`config.mk`:
```
export PLATFORM = sky130hd
export DESIGN_NAME = wb_arbiter_flat
export DESIGN_NICKNAME = d
export VERILOG_FILES = /design/src/rtl/wb_pkg.sv /design/src/rtl/wb_arbiter_if.sv /design/src/rtl/wb_fifo.sv /design/src/rtl/wb_arbiter.sv /design/src/flat_wrapper.sv
export SDC_FILE = /design/constraint.sdc
export NUM_CORES = 1
export LEC_CHECK = 0
export ABC_AREA = 1
export BUFFER_PORTS_ARGS = -buffer_cell sky130_fd_sc_hd__buf_2
export CAP_MARGIN = 0
export CORE_MARGIN = 2
export CORE_UTILIZATION = 30
export CTS_BUF_LIST = sky130_fd_sc_hd__clkbuf_4 sky130_fd_sc_hd__clkbuf_8 sky130_fd_sc_hd__clkbuf_16
export CTS_CLUSTER_SIZE = 24
export DETAILED_ROUTE_END_ITERATION = 10
export PLACE_DENSITY = 0.55
export SLEW_MARGIN = 25
export SYNTH_ARGS = -nofsm -noshare
export SYNTH_HDL_FRONTEND = slang
export SYNTH_HIERARCHICAL = 1
export SYNTH_SLANG_ARGS = --single-unit
```
`constraint.sdc`:
```
create_clock -name CLK -period 4.26 [get_ports CLK]
set_clock_uncertainty 0.2 [all_clocks]
set_input_delay 0.426 -clock CLK [delete_from_list [all_inputs] [get_ports CLK]]
set_output_delay 0.426 -clock CLK [all_outputs]
set_load 0.01 [all_outputs]
```
`src/rtl/wb_pkg.sv`:
```
// wb_pkg: shared widths, write-back entry type and source select for the write-back arbiter.
package wb_pkg;
    localparam int DEF_A_WIDTH = 5;
    localparam int DEF_D_WIDTH = 32;

    typedef struct packed {
        logic [DEF_A_WIDTH-1:0] rd;
        logic [DEF_D_WIDTH-1:0] data;
    } wb_entry_t;

    typedef enum logic [1:0] {WB_NONE, WB_ALU, WB_LD} wb_src_e;
endpackage

```
`src/rtl/wb_arbiter_if.sv`:
```
// wb_arbiter_if: ALU, load, issue, decode-lookup and register-file write signals of the arbiter.
interface wb_arbiter_if
    import wb_pkg::*;
#(
    parameter int A_WIDTH = DEF_A_WIDTH,
    parameter int D_WIDTH = DEF_D_WIDTH
);
    logic               alu_valid;
    logic [A_WIDTH-1:0] alu_rd;
    logic [D_WIDTH-1:0] alu_data;
    logic               alu_stall;
    logic               ld_valid;
    logic               ld_ready;
    logic [A_WIDTH-1:0] ld_rd;
    logic [D_WIDTH-1:0] ld_data;
    logic               issue_valid;
    logic [A_WIDTH-1:0] issue_rd;
    logic [A_WIDTH-1:0] A1;
    logic [A_WIDTH-1:0] A2;
    logic               busy1;
    logic               busy2;
    logic               fwd1_hit;
    logic               fwd2_hit;
    logic               WE3;
    logic [A_WIDTH-1:0] A3;
    logic [D_WIDTH-1:0] WD3;

    modport slave (
        input  alu_valid, alu_rd, alu_data, ld_valid, ld_rd, ld_data, issue_valid, issue_rd, A1, A2,
        output alu_stall, ld_ready, busy1, busy2, fwd1_hit, fwd2_hit, WE3, A3, WD3
    );

    modport master (
        output alu_valid, alu_rd, alu_data, ld_valid, ld_rd, ld_data, issue_valid, issue_rd, A1, A2,
        input  alu_stall, ld_ready, busy1, busy2, fwd1_hit, fwd2_hit, WE3, A3, WD3
    );
endinterface

```
`src/rtl/wb_fifo.sv`:
```
// wb_fifo: synchronous FIFO of write-back entries with a combinational head, async active-low reset.
module wb_fifo
    import wb_pkg::*;
#(
    parameter int DEPTH = 4
) (
    input  logic      CLK,
    input  logic      RST_N,
    input  logic      push,
    input  logic      pop,
    input  wb_entry_t din,
    output wb_entry_t head,
    output logic      full,
    output logic      empty
);
    localparam int PW = $clog2(DEPTH);

    wb_entry_t      mem [DEPTH];
    logic [PW-1:0]  wr_ptr, rd_ptr;
    logic [PW:0]    count;
    logic           do_push, do_pop;

    assign full    = count == (PW+1)'(DEPTH);
    assign empty   = count == '0;
    assign head    = mem[rd_ptr];
    assign do_pop  = pop && !empty;
    assign do_push = push && (!full || do_pop);

    always_ff @(posedge CLK) begin
        if (do_push) mem[wr_ptr] <= din;
    end

    // DEPTH is a power of two, so the pointers wrap by plain overflow
    always_ff @(posedge CLK or negedge RST_N) begin
        if (!RST_N) begin
            wr_ptr <= '0;
            rd_ptr <= '0;
            count  <= '0;
        end else begin
            wr_ptr <= wr_ptr + PW'(do_push);
            rd_ptr <= rd_ptr + PW'(do_pop);
            count  <= count + (PW+1)'(do_push) - (PW+1)'(do_pop);
        end
    end
endmodule

```
`src/rtl/wb_arbiter.sv`:
```
// wb_arbiter: register-file write-back arbiter merging ALU results with buffered load results.
// Define WB_FORWARD_EN to build the WD3 forwarding-hit comparators; otherwise the hits are tied low.
module wb_arbiter
    import wb_pkg::*;
#(
    parameter int A_WIDTH      = DEF_A_WIDTH,
    parameter int D_WIDTH      = DEF_D_WIDTH,
    parameter int FIFO_DEPTH   = 4,
    parameter int STARVE_LIMIT = 3
) (
    input logic         CLK,
    input logic         RST_N,
    wb_arbiter_if.slave bus
);
    localparam int CW = $clog2(STARVE_LIMIT + 1);

    wb_entry_t             ld_entry, head;
    wb_src_e               src;
    logic                  full, empty, pop, push, starve_hit, we3_next;
    logic [CW-1:0]         starve_cnt;
    logic [2**A_WIDTH-1:0] busy, busy_next;
    logic [A_WIDTH-1:0]    a3_next;
    logic [D_WIDTH-1:0]    wd3_next;

    assign ld_entry     = '{rd: bus.ld_rd, data: bus.ld_data};
    assign src          = bus.alu_valid ? WB_ALU : !empty ? WB_LD : WB_NONE;
    assign pop          = src == WB_LD;
    assign push         = bus.ld_valid && !full;
    assign bus.ld_ready = !full;
    assign bus.busy1    = busy[bus.A1];
    assign bus.busy2    = busy[bus.A2];
    assign starve_hit   = bus.alu_valid && !empty && starve_cnt == CW'(STARVE_LIMIT - 1);

`ifdef WB_FORWARD_EN
    assign bus.fwd1_hit = bus.WE3 && bus.A3 == bus.A1 && bus.A1 != '0;
    assign bus.fwd2_hit = bus.WE3 && bus.A3 == bus.A2 && bus.A2 != '0;
`else
    assign bus.fwd1_hit = 1'b0;
    assign bus.fwd2_hit = 1'b0;
`endif

    wb_fifo #(.DEPTH(FIFO_DEPTH)) u_fifo (
        .CLK   (CLK),
        .RST_N (RST_N),
        .push  (push),
        .pop   (pop),
        .din   (ld_entry),
        .head  (head),
        .full  (full),
        .empty (empty)
    );

    // rd=0 entries still win arbitration (and pop) but never write
    always_comb begin
        we3_next  = src == WB_ALU ? bus.alu_rd != '0 : pop && head.rd != '0;
        a3_next   = src == WB_ALU ? bus.alu_rd : head.rd;
        wd3_next  = src == WB_ALU ? bus.alu_data : head.data;
        busy_next = busy;
        if (pop) busy_next[head.rd] = 1'b0;
        if (bus.issue_valid && bus.issue_rd != '0) busy_next[bus.issue_rd] = 1'b1;
    end

    always_ff @(posedge CLK or negedge RST_N) begin
        if (!RST_N) begin
            bus.WE3       <= 1'b0;
            bus.A3        <= '0;
            bus.WD3       <= '0;
            bus.alu_stall <= 1'b0;
            starve_cnt    <= '0;
            busy          <= '0;
        end else begin
            bus.WE3       <= we3_next;
            if (src != WB_NONE) begin
                bus.A3  <= a3_next;
                bus.WD3 <= wd3_next;
            end
            bus.alu_stall <= starve_hit;
            starve_cnt    <= (bus.alu_valid && !empty && !starve_hit) ? starve_cnt + 1'b1 : '0;
            busy          <= busy_next;
        end
    end

    a_no_alu_during_stall: assert property (@(posedge CLK) disable iff (!RST_N) !(bus.alu_stall && bus.alu_valid));
endmodule

```
`src/flat_wrapper.sv`:
```
// flat-port wrapper written by rule: the top's interface ports become plain ports
module wb_arbiter_flat import wb_pkg::*;
#(
    parameter int A_WIDTH      = DEF_A_WIDTH,
    parameter int D_WIDTH      = DEF_D_WIDTH,
    parameter int FIFO_DEPTH   = 4,
    parameter int STARVE_LIMIT = 3
)
  (CLK, RST_N, bus_alu_valid, bus_alu_rd, bus_alu_data, bus_ld_valid, bus_ld_rd, bus_ld_data, bus_issue_valid, bus_issue_rd, bus_A1, bus_A2, bus_alu_stall, bus_ld_ready, bus_busy1, bus_busy2, bus_fwd1_hit, bus_fwd2_hit, bus_WE3, bus_A3, bus_WD3);
  wb_arbiter_if #(.A_WIDTH(A_WIDTH), .D_WIDTH(D_WIDTH)) bus_i ();
  input logic CLK;
  input logic RST_N;
  input wire logic [$bits(bus_i.alu_valid)-1:0] bus_alu_valid;
  input wire logic [$bits(bus_i.alu_rd)-1:0] bus_alu_rd;
  input wire logic [$bits(bus_i.alu_data)-1:0] bus_alu_data;
  input wire logic [$bits(bus_i.ld_valid)-1:0] bus_ld_valid;
  input wire logic [$bits(bus_i.ld_rd)-1:0] bus_ld_rd;
  input wire logic [$bits(bus_i.ld_data)-1:0] bus_ld_data;
  input wire logic [$bits(bus_i.issue_valid)-1:0] bus_issue_valid;
  input wire logic [$bits(bus_i.issue_rd)-1:0] bus_issue_rd;
  input wire logic [$bits(bus_i.A1)-1:0] bus_A1;
  input wire logic [$bits(bus_i.A2)-1:0] bus_A2;
  output wire logic [$bits(bus_i.alu_stall)-1:0] bus_alu_stall;
  output wire logic [$bits(bus_i.ld_ready)-1:0] bus_ld_ready;
  output wire logic [$bits(bus_i.busy1)-1:0] bus_busy1;
  output wire logic [$bits(bus_i.busy2)-1:0] bus_busy2;
  output wire logic [$bits(bus_i.fwd1_hit)-1:0] bus_fwd1_hit;
  output wire logic [$bits(bus_i.fwd2_hit)-1:0] bus_fwd2_hit;
  output wire logic [$bits(bus_i.WE3)-1:0] bus_WE3;
  output wire logic [$bits(bus_i.A3)-1:0] bus_A3;
  output wire logic [$bits(bus_i.WD3)-1:0] bus_WD3;
  assign bus_i.alu_valid = bus_alu_valid;
  assign bus_i.alu_rd = bus_alu_rd;
  assign bus_i.alu_data = bus_alu_data;
  assign bus_i.ld_valid = bus_ld_valid;
  assign bus_i.ld_rd = bus_ld_rd;
  assign bus_i.ld_data = bus_ld_data;
  assign bus_i.issue_valid = bus_issue_valid;
  assign bus_i.issue_rd = bus_issue_rd;
  assign bus_i.A1 = bus_A1;
  assign bus_i.A2 = bus_A2;
  assign bus_alu_stall = bus_i.alu_stall;
  assign bus_ld_ready = bus_i.ld_ready;
  assign bus_busy1 = bus_i.busy1;
  assign bus_busy2 = bus_i.busy2;
  assign bus_fwd1_hit = bus_i.fwd1_hit;
  assign bus_fwd2_hit = bus_i.fwd2_hit;
  assign bus_WE3 = bus_i.WE3;
  assign bus_A3 = bus_i.A3;
  assign bus_WD3 = bus_i.WD3;
  wb_arbiter #(.A_WIDTH(A_WIDTH), .D_WIDTH(D_WIDTH), .FIFO_DEPTH(FIFO_DEPTH), .STARVE_LIMIT(STARVE_LIMIT)) u_core (.CLK(CLK), .RST_N(RST_N), .bus(bus_i));
endmodule
```
Word-level counts from Yosys, hierarchy flattened
Memories as Yosys holds them, arrays and structs flattened.
Cells that the tools add are included.

storage, ports and cells
  word-level logic and storage cells = 65
  input port bits = 94
  memory bits (writable) = 148
  register bits after elaboration = 80
  output and inout bits = 44
  memories = 1

cells by class
  multiplexer cells = 18
  $lt $le $gt $ge = 6
  $add $sub $neg = 5
  reductions and logical operators = 19
  equality and inequality tests = 4
  bitwise gates (word level) = 3

memory list
  memory             words  width  rd ports  clocked after Yosys merged registers in  wr ports  line           source
  u_core.u_fifo.mem  4      37     1         0                                        1         wb_fifo.sv:18  wb_entry_t mem [DEPTH];

operators by type and width
  kind                 number
  $mux 32              3
  $and 32x32->32       1
  $not 32->32          1
  $or 32x32->32        1
  $lt 5x6->1 const B   4
  $reduce_bool 5->1    3
  $bmux 1 s5           2
  $demux 1 s5          2
  $ge 5x1->1 const B   2
  $logic_and 1x1->1    10
  $mux 1               7
  $mux 2               3
  $mux 5               1
  $add 2x1->2          2
  $eq 2x2->1 const B   2
  $add 3x1->3          1
  $eq 3x3->1 const B   1
  $logic_not 1->1      3
  $logic_not 3->1      1
  $sub 3x1->3          1
  $add 2x1->2 const B  1
  $eq 2x1->1 const B   1
  $reduce_bool 2->1    1
  $logic_or 1x1->1     1

Depth between registers and ports, before layout
An unclocked memory read counts as a cell.

  depth in word-level cells = 10
  mapped depth = 11
  gate-level depth less buffers = 10

Cells and area by module
The synthesis kept the hierarchy.

modules (own cells, without submodules)
  module      cells an instance  area each (µm²)  times used  sequential area each (µm²)
  wb_fifo     473                6147.1           1           4619.4
  wb_arbiter  501                3804.9           1           1826.8

Worst setup path after synthesis
OpenSTA, ideal clock, no wires.

  kind = register -> register
  start = reg u_core.u_fifo.count[2]
  end = mem u_core/u_fifo/mem[0][0] in the netlist's numbering (enable)
  setup slack = 0.870 ns
  required time = 3.629 ns
  library setup time = 0.431 ns
  data arrival time = 2.759 ns
  clock period less this slack = 3.390 ns
  cell stages (with the launch flop) = 9
  path through = dfrtp_1 inv_1 nand2_1 inv_1 nor2_8 buf_2 nand3b_1 nand2_1 nor2_1

on the way
  longest elaborated chain between the ends = 9
  elaborated cells between the ends (all ways) = 13

ends and longest elaborated chain
  element                       line              source
  from (decl)                   wb_fifo.sv:20     logic [PW:0] count;
  from (signal assigned)        wb_fifo.sv:42     count <= count + (PW+1)'(do_push) - (PW+1)'(do_pop);
  $logic_not 3->1               wb_fifo.sv:24     assign empty = count == '0;
  named net u_core.empty        wb_arbiter.sv:19  logic full, empty, pop, push, starve_hit, we3_next;
  $mux 2 (2 in series)          wb_arbiter.sv:26  assign src = bus.alu_valid ? WB_ALU : !empty ? WB_LD : WB_NONE;
  $eq 2x2->1                    wb_arbiter.sv:27  assign pop = src == WB_LD;
  named net u_core.pop          wb_arbiter.sv:19
  $logic_and 1x1->1             wb_fifo.sv:26     assign do_pop = pop && !empty;
  $logic_or 1x1->1              wb_fifo.sv:27     assign do_push = push && (!full || do_pop);
  $logic_and 1x1->1             wb_fifo.sv:27
  $mux 1                        wb_fifo.sv:30     if (do_push) mem[wr_ptr] <= din;
  $mux 1 (implied by the code)  wb_fifo.sv:30
  to (decl)                     wb_fifo.sv:18

The timed path passes the listed nets, and every way through them passes these cells.

Worst setup path in the final report
  start = reg u_core.u_fifo.count[2]
  end = mem u_core/u_fifo/mem[0][25] in the netlist's numbering (enable)

on the way
  longest elaborated chain between the ends = 9
  elaborated cells between the ends (all ways) = 13

ends and longest elaborated chain
  element                         line
  $logic_not 3->1 *               wb_fifo.sv:24
  named net u_core.empty          wb_arbiter.sv:19
  $mux 2 (2 in series)            wb_arbiter.sv:26
  $eq 2x2->1                      wb_arbiter.sv:27
  $logic_and 1x1->1 *             wb_fifo.sv:26
  $logic_or 1x1->1 *              wb_fifo.sv:27
  $logic_and 1x1->1 *             wb_fifo.sv:27
  $mux 1 *                        wb_fifo.sv:30
  $mux 1 (implied by the code) *  wb_fifo.sv:30

Mark *: on every way through the listed nets, which the timed path passes. The rest lies on a longest branch.

==> metrics.txt <==
status complete, no violations; Hold Crit Endpoint u_core/busy[26]; CTS Hold Bufs 76; Post-DRT Antenna Nets 0; hold-critical path depth 3; CTS sink count 228; largest fanout on the critical path 39; P_sw 2.86 mW; clock tree root driver cell clkbuf_16; die height 186 µm; post-synth top area share 44.7%; Internal Power 5.05 mW; Synth Instances 974; setup slack after layout 1.39 ns; global-route wire length before repair 39,000 µm; Setup Viol. Count Final 0; hold wc startpoint bus_issue_rd[4]; Ports 138; via count 7,479; wire length per cell 15.1 µm; CP max stage delay 0.49 ns; syn_area_per_cell 10.2 µm²; Worst Setup SP u_core/u_fifo/count[2]; sequential power share 43.2%; Worst-Skew Late Latency 0.55 ns; Filler cells 3,200; Reg2Reg Launch Point u_core/u_fifo/count[2]; CP Class flip-flop to flip-flop; Rows 66; simple-gate portion of the synthesized area 17.2%; adder-cell share of the synthesized area 0.704%; number of global-route vias before repair 7,258; final worst path period need 2.87 ns; mux contribution to synthesized area 0%; Critical Path AT 2.84 ns; First-pass DRT Iterations 7; largest cells by area after synthesis edfxtp_1, dfrtp_1, nand2_1, nand3_1, inv_1; Clock power frac 26.5%; Critical R2R Capture u_core/u_fifo/mem[0][25]; CTS tree built; Max Clock Freq 0.348 GHz; core area 0.0326 mm²; Layout Nets 1,277; Setup Slack @ Placement 1.36 ns; HP Class input pin to flip-flop; buffer and inverter count on the worst path 3; Max-Cap Viols 0; setup bufs post-CTS 0; WP data required 4.23 ns; Fin Setup TNS 0 ns; synth cell count leaders nand2_1, edfxtp_1, inv_1, nand3_1, dfrtp_1; Syn. warnings 6; largest net degree at the start of global routing 118; Layout Cells excl Fill 1,641; dominant cell type by area after synthesis edfxtp_1; Final Cycle Share 67.4%; LEAKAGE 5.42 nW; r2r worst-path depth 8; cell area power density 627 mW/mm²; post-CTS sizing 0; CTS Buf Count 26; Worst slew margin 44.5%; number of flops mapped to enable cells by yosys 148; count leader, synth nand2_1; Die Width 186 µm; vias per cell 4.56; Layout area overhead 26.7%; GP Congestion 0.835; die area 0.0346 mm²; prevailing post-synth register cell edfxtp_1; RSZ-0062 raised after global routing no; drt drc 0; CP max-delay cell nor2_8; measured slew at the worst slew-check pin 0.833 ns; main combinational cell family by area after synthesis simple AND/OR/NAND/NOR gates; Starting Density 30.5%; total congestion overflow after global routing 0; Sw Share 36.1%; layout cells sized above 1 17.1%; Crit. End Element flip-flop; WL final 24,800 µm; flops & latches, synth 228; critical-path cell list inv_1 -> nand2_1 -> inv_1 -> nor2_8 -> nand3b_1 -> nand2_1 -> nor2_4 -> buf_4; htree depth 1; first-iteration detailed-routing DRC count 487; post-synthesis compound-gate area fraction 10.2%; reg-to-reg slack, setup 1.39 ns; initial antenna violation count 1; Post-Syn Area 0.00995 mm²; dpl cells 1,515; hold violation total from the final report 0; IO Port Bufs 135; Startpoint Class flip-flop; Max clock buf depth 3; VDD IR-drop max 333 µV; Comb power frac 30.3%; dpl hpwl 15,600 µm; Synth Area in XOR/XNOR 0.264%; Reg clk slew, reported paths 0.06 ns; Synth cell types 31; asr flop ratio synth 35.1%; Pins Over Slew Limit 0; delay-heaviest family, CP simple AND/OR/NAND/NOR gates; sequential fraction of the synthesis area 64.8%; gr usage total 14.3%
[cells in the final DEF, fill, tap and decap left out, types with 4 or more instances in the layout]
| master | Yosys | final |
|---|---|---|
| nor2_1 | 10 | 6 |
| o21ai_1 | 32 | 32 |
| clkbuf_16 | 0 | 26 |
| edfxtp_1 | 148 | 148 |
| clkbuf_4 | 0 | 7 |
| clkinv_2 | 0 | 9 |
| dfrtp_1 | 80 | 78 |
| ha_1 | 4 | 4 |
| o211ai_1 | 41 | 41 |
| a21oi_1 | 37 | 37 |
| buf_4 | 13 | 8 |
| nand3_1 | 102 | 102 |
| dlygate4sd3_1 | 0 | 76 |
| nor2_4 | 1 | 5 |
| o21ai_0 | 67 | 67 |
| nand2_1 | 282 | 282 |
| buf_2 | 23 | 134 |
| inv_1 | 104 | 104 |
[cells by family after synthesis]
kind of cell | count (synthesis)
and+or+nand+nor | 404
DFF | 228
AOI/OAI and AO/OA | 180
buffers and inverters | 153
other | 1
xor gates and xnor gates | 3
adders and majority gates | 5
[how the worst max path moves through the flow]
stage | end | slack [ns] | cells after the start
after CTS | u_core/u_fifo/mem[2][26] | 1.35 | 8
final | u_core/u_fifo/mem[0][25] | 1.39 | 8
after floorplan | u_core/u_fifo/mem[0][0] | 0.87 | 8
after detailed placement | u_core/u_fifo/mem[2][13] | 1.36 | 8
after global placement | u_core/u_fifo/mem[0][15] | 1.42 | 8
after global routing | u_core/u_fifo/mem[3][26] | 1.12 | 8
[power by group through the flow]
| stage | sequential, mW | clock, mW | combinational [mW] |
|---|---|---|---|
| 3_3_place_gp | 3.44 | 0 | 2.32 |
| 4_1_cts | 3.41 | 2.16 | 2.42 |
| 6_report | 3.41 | 2.10 | 2.39 |
| 3_5_place_dp | 3.44 | 0 | 2.36 |
| 5_1_grt | 3.48 | 2.24 | 2.72 |
| 2_1_floorplan | 3.38 | 0 | 1.63 |
[worst reg2reg max path: stages (launching register included)]
cell,delay [ns]
dfrtp_1,0.39
inv_1,0.07
nand2_1,0.11
inv_1,0.14
nor2_8,0.49
nand3b_1,0.19
nand2_1,0.25
nor2_4,0.16
buf_4,0.48
[final cells by class]
class	instances	area (µm²)	share of cell area, %
multi-input combinational	594	2860	22.7
tap	442	553	4.38
clock buffer	34	717	5.68
antenna	1	2.50	0.0198
timing repair buffer	220	1520	12.0
inverter	108	410	3.25
clock inverter	14	101	0.803
sequential	228	6450	51.1
[registers in the layout (all words and copies together), names as in the netlist]
signal,cells
u_core/busy,32
u_core/bus.WE3,1
u_core/u_fifo/mem,148
u_core/bus.WD3,32
u_core/starve_cnt,2
u_core/bus.alu_stall,1
u_core/u_fifo/count,3
u_core/bus.A3,5
u_core/u_fifo/wr_ptr,2
u_core/u_fifo/rd_ptr,2
[per-layer routing]
layer	part of all wire [%]	GRT usage (%)	vias up
li1	-	-	3707
met1	46	19.1	3558
met2	48	24.2	177
met3	4.6	2.26	37
met4	2.0	4.13	0
met5	0	0	-
[per-stage QoR]
stage	hold slack [ns]	power (mW)	utilization (%)	instance area, µm²
3_5_place_dp	0.228	5.80	33.8	11000
2_1_floorplan	-0.0696	5.00	-	9960
5_1_grt	0.0844	8.44	38.7	12600
4_1_cts	0.0591	7.99	38.6	12600
3_3_place_gp	0.217	5.75	33.8	11000
6_report	0.0793	7.91	38.7	12600
(Power assumes the default switching activity.)
